$ cat config.mk
export PLATFORM = sky130hd
export DESIGN_NAME = asic_chain_responder
export DESIGN_NICKNAME = d
export VERILOG_FILES = /design/src/rtl/asic_chain_responder_pkg.sv /design/src/rtl/asic_chain_responder_async_handshake_timer.sv /design/src/rtl/asic_chain_responder.sv
export SDC_FILE = /design/constraint.sdc
export NUM_CORES = 1
export LEC_CHECK = 0
export CELL_PAD_IN_SITES_DETAIL_PLACEMENT = 1
export CELL_PAD_IN_SITES_GLOBAL_PLACEMENT = 1
export CORE_UTILIZATION = 40
export CTS_CLUSTER_SIZE = 10
export DETAILED_ROUTE_END_ITERATION = 10
export GPL_TIMING_DRIVEN = 0
export PLACE_DENSITY = 0.88
export REMOVE_ABC_BUFFERS = 1
export SLEW_MARGIN = 10
export SYNTH_ARGS = -nofsm -noshare
export SYNTH_HDL_FRONTEND = slang
export SYNTH_HIERARCHICAL = 1
export SYNTH_SLANG_ARGS = --single-unit
$ cat constraint.sdc
create_clock -name clock -period 4.5 [get_ports clock]
set_clock_uncertainty 0.2 [all_clocks]
set_input_delay 1.35 -clock clock [delete_from_list [all_inputs] [get_ports clock]]
set_output_delay 1.35 -clock clock [all_outputs]
set_load 0.05 [all_outputs]
$ cat src/rtl/asic_chain_responder_pkg.sv
// Shared constants for the ASIC chain responder: BIST decoder codes,
// the legacy 2-bit FSM state encodings and the default datapath sizes.
package asic_resp_pkg;

  localparam logic [2:0] BIST_NORMAL = 3'd6;
  localparam logic [2:0] BIST_FAULT  = 3'd5;

  localparam logic [1:0] SYNC       = 2'd0;
  localparam logic [1:0] ASYNC_IDLE = 2'd1;
  localparam logic [1:0] ASYNC_WAIT = 2'd2;
  localparam logic [1:0] ASYNC_ACK  = 2'd3;

  localparam int DEFAULT_WIDTH     = 6;
  localparam int DEFAULT_NUM_PATHS = 21;

endpackage

$ cat src/rtl/asic_chain_responder_async_handshake_timer.sv
// Self-timed handshake sequencer for the chain responder: detects a change
// of K against the last captured word, counts ASYNC_LAT cycles (restarting
// if K moves again), fires capture_en, then stretches the acknowledge over
// ACK_CYCLES cycles. Owns the SYNC/ASYNC_* state register.
module async_handshake_timer
  import asic_resp_pkg::*;
#(
  parameter int WIDTH      = DEFAULT_WIDTH,
  parameter int ASYNC_LAT  = 3,
  parameter int ACK_CYCLES = 2
) (
  input  logic             clock,
  input  logic             reset,
  input  logic [WIDTH-1:0] k,
  input  logic             async_mode,
  input  logic             suppress_ack,
  output logic             capture_en,
  output logic             ack,
  output logic             in_sync
);

  localparam int TW = (ASYNC_LAT > 1) ? $clog2(ASYNC_LAT) : 1;
  localparam int AW = (ACK_CYCLES > 1) ? $clog2(ACK_CYCLES) : 1;
  localparam logic [TW-1:0] LAT_LOAD = TW'(ASYNC_LAT - 1);
  localparam logic [AW-1:0] ACK_LOAD = AW'(ACK_CYCLES - 1);

  logic [1:0]       state;
  logic [TW-1:0]    timer;
  logic [AW-1:0]    ack_cnt;
  logic [WIDTH-1:0] k_seen;
  logic [WIDTH-1:0] k_pend;

  assign in_sync    = (state == SYNC);
  assign capture_en = async_mode && (state == ASYNC_WAIT) &&
                      (k == k_pend) && (timer == '0);

  // Handshake FSM: change detect, latency countdown, acknowledge stretch
  always_ff @(posedge clock) begin
    if (reset) begin
      state   <= SYNC;
      timer   <= '0;
      ack_cnt <= '0;
      k_seen  <= '0;
      k_pend  <= '0;
      ack     <= 1'b0;
    end else if (!async_mode) begin
      state   <= SYNC;
      timer   <= '0;
      ack_cnt <= '0;
      ack     <= 1'b0;
    end else begin
      case (state)
        SYNC: begin
          state <= ASYNC_IDLE;
          ack   <= 1'b0;
        end
        ASYNC_IDLE: begin
          ack <= 1'b0;
          if (k != k_seen) begin
            k_pend <= k;
            timer  <= LAT_LOAD;
            state  <= ASYNC_WAIT;
          end
        end
        ASYNC_WAIT: begin
          // a new K restarts the countdown against the newest word
          if (k != k_pend) begin
            k_pend <= k;
            timer  <= LAT_LOAD;
          end else if (timer == '0) begin
            k_seen  <= k;
            ack     <= ~suppress_ack;
            ack_cnt <= ACK_LOAD;
            state   <= ASYNC_ACK;
          end else begin
            timer <= timer - 1'b1;
          end
        end
        ASYNC_ACK: begin
          if (ack_cnt == '0) begin
            ack   <= 1'b0;
            state <= ASYNC_IDLE;
          end else begin
            ack_cnt <= ack_cnt - 1'b1;
          end
        end
        default: state <= SYNC;
      endcase
    end
  end

endmodule

$ cat src/rtl/asic_chain_responder.sv
// ASIC chain test responder: direct / register / adder chain paths, a
// synchronous shadow-register diagnostic compare and an asynchronous
// self-timed handshake. Optional fault injection on bist code 5 is built
// only when ASIC_RESP_FAULT_INJECT_EN is defined.
module asic_chain_responder
  import asic_resp_pkg::*;
#(
  parameter int WIDTH      = DEFAULT_WIDTH,
  parameter int NUM_PATHS  = DEFAULT_NUM_PATHS,
  parameter int ASYNC_LAT  = 3,
  parameter int ACK_CYCLES = 2
) (
  input  logic             clock,
  input  logic             reset,
  input  logic [WIDTH-1:0] K,
  input  logic             clock_mux_sel,
  input  logic             mode_mux_sel,
  input  logic [2:0]       bist_decoder_input,
  input  logic [4:0]       mux_decoder_input,
  input  logic             sel_chain_input,
  input  logic             sel_chain_output,
  output logic [WIDTH-1:0] chain_input,
  output logic [WIDTH-1:0] chain_output,
  output logic             comparison_result
);

  logic [WIDTH-1:0] chain_reg;
  logic [WIDTH-1:0] shadow_reg;
  logic [WIDTH-1:0] sum;
  logic [WIDTH-1:0] chain_next;
  logic [WIDTH-1:0] shadow_next;
  logic             cmp_reg;
  logic             fault;
  logic             capture_en;
  logic             ack;
  logic             in_sync;
  logic             sync_update;
  logic             path_ok;

  assign sum          = K + chain_reg;
  assign chain_input  = (mode_mux_sel | ~sel_chain_input) ? K : sum;
  assign chain_output = sel_chain_output ? chain_reg : chain_input;

`ifdef ASIC_RESP_FAULT_INJECT_EN
  assign fault = (bist_decoder_input == BIST_FAULT);
`else
  logic unused_bist;
  assign unused_bist = ^bist_decoder_input;
  assign fault       = 1'b0;
`endif

  // shadow mirrors the chain update through a separately built mux so the
  // compare catches a corrupted chain write
  assign chain_next  = chain_input ^ {{(WIDTH-1){1'b0}}, fault};
  assign shadow_next = mode_mux_sel ? K : (sel_chain_input ? K + chain_reg : K);

  assign path_ok     = int'(mux_decoder_input) < NUM_PATHS;
  assign sync_update = in_sync & ~clock_mux_sel;

  async_handshake_timer #(
    .WIDTH      (WIDTH),
    .ASYNC_LAT  (ASYNC_LAT),
    .ACK_CYCLES (ACK_CYCLES)
  ) u_timer (
    .clock        (clock),
    .reset        (reset),
    .k            (K),
    .async_mode   (clock_mux_sel),
    .suppress_ack (fault),
    .capture_en   (capture_en),
    .ack          (ack),
    .in_sync      (in_sync)
  );

  // Chain and shadow registers plus the registered sync-mode compare
  always_ff @(posedge clock) begin
    if (reset) begin
      chain_reg  <= '0;
      shadow_reg <= '0;
      cmp_reg    <= 1'b0;
    end else begin
      if (sync_update || capture_en) begin
        chain_reg  <= chain_next;
        shadow_reg <= shadow_next;
      end
      cmp_reg <= sync_update && (chain_reg == shadow_reg) && path_ok;
    end
  end

  assign comparison_result = in_sync ? cmp_reg : ack;

endmodule

Word level (Yosys, flattened, before mapping)
Cells that the tools add are included.

word-level totals
  register bits after elaboration = 31
  input bits = 20
  output and inout bits = 13
  logic and storage cells = 71

cells by class
  add/subtract/negate cells = 3
  $lt $le $gt $ge = 1
  eq/ne operators = 13
  muxes and demuxes = 22
  bitwise logic cells = 5
  reductions and logical operators = 18

operator list
  cell                                                             number
  6-bit two-way mux                                                6
  6-bit == test                                                    2
  2-bit two-way mux                                                6
  6-bit != test                                                    2
  6-bit one-hot mux with 2 select lines                            1
  4-bit AND reduction                                              3
  3-bit AND reduction                                              3
  2-bit != test, second input constant                             4
  2-bit one-hot mux with 4 select lines                            1
  6-bit adder                                                      1
  1-bit logical AND                                                5
  5-bit less-than comparator, second input constant                1
  1-bit two-way mux                                                5
  2-bit == test, second input constant                             2
  2-bit logical NOT                                                2
  2-bit one-hot mux with 2 select lines                            1
  2-bit nonzero test                                               2
  2-bit OR reduction                                               2
  3-bit != test, second input constant                             1
  1-bit inverter                                                   3
  1-bit one-hot mux with 3 select lines                            1
  2-bit by 1-bit == test with 1-bit output, second input constant  1
  2-bit by 1-bit != test with 1-bit output, second input constant  1
  1-bit one-hot mux with 2 select lines                            1
  other kinds (5)                                                  5

Longest topological paths before layout
  depth after elaboration = 5
  depth in mapped cells = 9
  depth with buffers taken out = 9

Modules after synthesis
Netlist, hierarchy kept.

by module, submodules not included
  module                 instances  cells an instance  area an instance (um^2)  sequential area each (um^2)
  async_handshake_timer  1          110                1069.8                   360.3
  asic_chain_responder   1          107                908.4                    260.2

Worst setup path after synthesis
No wires, ideal clock.

  path type = input to output
  from = input port K[0]
  to = output port chain_output[1]
  arrival time = 3370 ps
  data required time = 2950 ps
  path slack = -420 ps
  stages = 7
  path buffers = 0
  path through = ha_1 -> inv_1 -> fa_1 -> o21a_1 -> inv_1 -> nor2_1 -> a21oi_1

between the ends
  word-level cells in the longest chain between the ends = 3

RTL lines
  item                RTL line                    RTL
  from (decl)         asic_chain_responder.sv:15  input logic [WIDTH-1:0] K,
  6-bit adder         asic_chain_responder.sv:40  assign sum = K + chain_reg;
  6-bit two-way mux   asic_chain_responder.sv:41  assign chain_input = (mode_mux_sel | ~sel_chain_input) ? K : sum;
  net chain_input[1]  asic_chain_responder.sv:22  output logic [WIDTH-1:0] chain_input,
  6-bit two-way mux   asic_chain_responder.sv:42  assign chain_output = sel_chain_output ? chain_reg : chain_input;
  to (decl)           asic_chain_responder.sv:23  output logic [WIDTH-1:0] chain_output,

The timed path passes the listed nets, and every way through them passes these cells.

Final worst setup path
  from = input port K[2]
  to = output port chain_output[5]

between the ends
  word-level cells in the longest chain between the ends = 3

RTL lines
  item               RTL line
  6-bit adder        asic_chain_responder.sv:40
  6-bit two-way mux  asic_chain_responder.sv:41
  6-bit two-way mux  asic_chain_responder.sv:42

No other way between the ends.

==> results.sh <==
export IMPL_design_area_mm2=0.002606
export IMPL_cts_clk_slew_worst_paths_ns=0.07
export IMPL_fillers=544
export IMPL_worstSetupStartpointType="input port"
export IMPL_finish_net_count=287
export IMPL_clk_latency_ns=0.29
export IMPL_synth_avg_cell_area_um2=9.116
export IMPL_ff2ff_setup_slack_ns=1.70
export IMPL_reg2reg_depth=7
export IMPL_die_x_um=72.33
export IMPL_hp_class="flop to flop"
export IMPL_synth_area_mm2=0.001978
export IMPL_die_area_mm2=0.005231
export IMPL_coreArea_mm2=0.004755
export IMPL_gp_congestion=0.8348
export IMPL_via_per_inst=5.270
export IMPL_numCtsBuffers=5
export IMPL_synth_flop_cell="dfxtp_1"
export IMPL_post_route_drc_count=0
export IMPL_ir_drop_v=0.0001783
export IMPL_dp_hpwl_um=3426
export IMPL_synth_seq_cells=31
export IMPL_cp_arrival_ns=3.00
export IMPL_dp_cells=305
export IMPL_finalMaxSlewViolations=0
export IMPL_grt_max_degree=30
export IMPL_fin_crit_sh=1.011
export IMPL_total_power_mw=0.7698
export IMPL_whs_ns=0.2830
export IMPL_drt_iter0_drc=42
export IMPL_syn_to_final_growth_pct=31.75
export IMPL_via_count=1697
export IMPL_p_leak_nw=1.074
export IMPL_cts_max_level=2
export IMPL_rsz0062_at_grt="true"
export IMPL_rows=25
export IMPL_antenna_cells=0
export IMPL_grt_pass1_vias=1809
export IMPL_synth_cell_types=54
export IMPL_synthArstFlopShare=0
export IMPL_period_minus_slack_ns=4.549
export IMPL_power_density_mw_per_mm2=295.4
export IMPL_cts_tree="yes"
export IMPL_post_synth_top_count_cell="dfxtp_1"
export IMPL_first_pass_iters=4
export IMPL_dp_slack_ns=-1.439
export IMPL_violations="setup timing"
export IMPL_grt_pass1_wl_um=8963
export IMPL_yosys_warnings=6
export IMPL_synthTopCellsByArea="dfxtp_1, ha_1, mux2i_1"
export IMPL_critPathKind="input port to output pin"
export IMPL_worstMarginPinSlew_ns=0.9931
export IMPL_setup_ws_ns=-0.04936
export IMPL_reg2reg_to="chain_reg[5]"
export IMPL_placed_area_mm2=0.002317
export IMPL_finalSetupViolCount=3
export IMPL_worstSetupEndpoint="chain_output[5]"
export IMPL_hold_viol=0
export IMPL_synth_edf_count=0
export IMPL_worstSetupStartpoint="K[2]"
export IMPL_r2r_start="u_timer/k_pend[2]"
export IMPL_ant_nets=0
export IMPL_root_buffer="clkbuf_8"
export IMPL_grt_usage=0.2286
export IMPL_routedWlPerCell_um=17.24
export IMPL_max_cap_violations=0
export IMPL_status="finished, violations left"
export IMPL_wl_um=5551
export IMPL_port_buffers=29
export IMPL_fp_dieH_um=72.33
export IMPL_antenna_found_initial=0
export IMPL_yosysTopAreaCellShare=0.3137
export IMPL_crit_fanout=6
export IMPL_cp_end_kind="output pin"
export IMPL_cts_path_max_buffers=2
export IMPL_hold_buffers=0
export IMPL_synthCells=217
export IMPL_grt_ovfl_total=0
export IMPL_io_pins=33
export IMPL_start_util=0.4161
export IMPL_synth_commonest_cells="dfxtp_1, nor2_1, nand2b_1"
export IMPL_max_freq_ghz=0.2198
export IMPL_relSlewSlack=0.3358
export IMPL_yosysTopAreaCell="dfxtp_1"
export IMPL_fin_cells=322
export IMPL_final_layout_size_suffix_gt1_frac=0.2549
export IMPL_cts_sinks=31
export IMPL_yosysSeqAreaShare=0.3137
export IMPL_cp_required_ns=2.95
layer usage:
| metal | global-route usage | vias to the layer above | part of all wire |
|---|---|---|---|
| met4 | 0.08279 | 0 | 0.014 |
| li1 | - | 826 | - |
| met2 | 0.4050 | 30 | 0.53 |
| met5 | 0 | - | 0 |
| met3 | 0.05278 | 8 | 0.024 |
| met1 | 0.2685 | 833 | 0.44 |
area by class of cell:
cell class                 instances  area (um2)  area share
clock buffer                       6       82.58     0.03169
timing repair buffer              39       364.1      0.1397
tap                               67       83.83     0.03217
sequential                        31       620.6      0.2381
clock inverter                     1       5.005    0.001920
inverter                          14       52.55     0.02016
multi-input combinational        164        1398      0.5362
stage by stage:
stage | setup TNS (ns) | utilization
floorplan | -1.166 | -
global placement | -11.79 | 0.4874
detailed placement | -12.19 | 0.4874
CTS | -0.1319 | 0.5418
global route | -0.3149 | 0.5482
finish | -0.08333 | 0.5482
kinds of logic after synthesis:
group           Yosys count  share of synthesized area
simple gates             70                     0.2176
buf+inv                  22                    0.04427
other cells               1                   0.001896
mux                      18                    0.09488
compound gates           43                     0.1556
fa+ha+maj                12                    0.07970
flops                    31                     0.3137
xor+xnor                 20                    0.09235
critical path, stage by stage:
cell,delay (ns)
clkbuf_4,0.16
ha_4,0.18
a21o_1,0.22
a21oi_4,0.19
a211oi_4,0.11
or4b_4,0.55
nand3_4,0.09
buf_8,0.15
worst min path at each step:
stage                     cells after the start               from  slack [ns]                 to
after CTS                                     2   u_timer/timer[1]        0.29   u_timer/timer[1]
final                                         2   u_timer/timer[1]        0.28   u_timer/timer[1]
after detailed placement                      2   u_timer/timer[1]        0.28   u_timer/timer[1]
after global placement                        2    u_timer/ack_cnt        0.26    u_timer/ack_cnt
after global routing                          2  u_timer/k_pend[5]        0.31  u_timer/k_pend[5]
after floorplan                               2        u_timer/ack        0.25        u_timer/ack
report_power, final:
part,internal [mW],switching (mW),leakage [nW]
sequential,0.289,0.0161,0.253
clock,0.120,0.107,0.0470
combinational,0.101,0.137,0.774
timing repair:
action                                  CTS  global route
gates resized for setup                 112            11
pin swaps                                11             4
endpoints found under the setup margin   12             9
setup buffers                             8             2
cells in the final DEF, fill, tap and decap left out, types with 5 or more instances in the layout:
cell             synthesis  layout
inv_1                   13      12
o21ai_0                  7       5
clkdlybuf4s50_1          0      10
o21a_1                   9       9
nand2_1                  6       6
dfxtp_1                 31      31
buf_4                    1      11
nand2b_1                14      13
xnor2_1                  6       6
a211oi_1                 5       5
xor2_1                  13      13
clkbuf_8                 0       6
a21oi_1                  7       7
mux2i_1                 12      12
nor2_1                  18      17
ha_4                     0       5
ha_1                    11       6
mux2_2                   6       5
No activity file was read; power rests on OpenSTA's default activity.
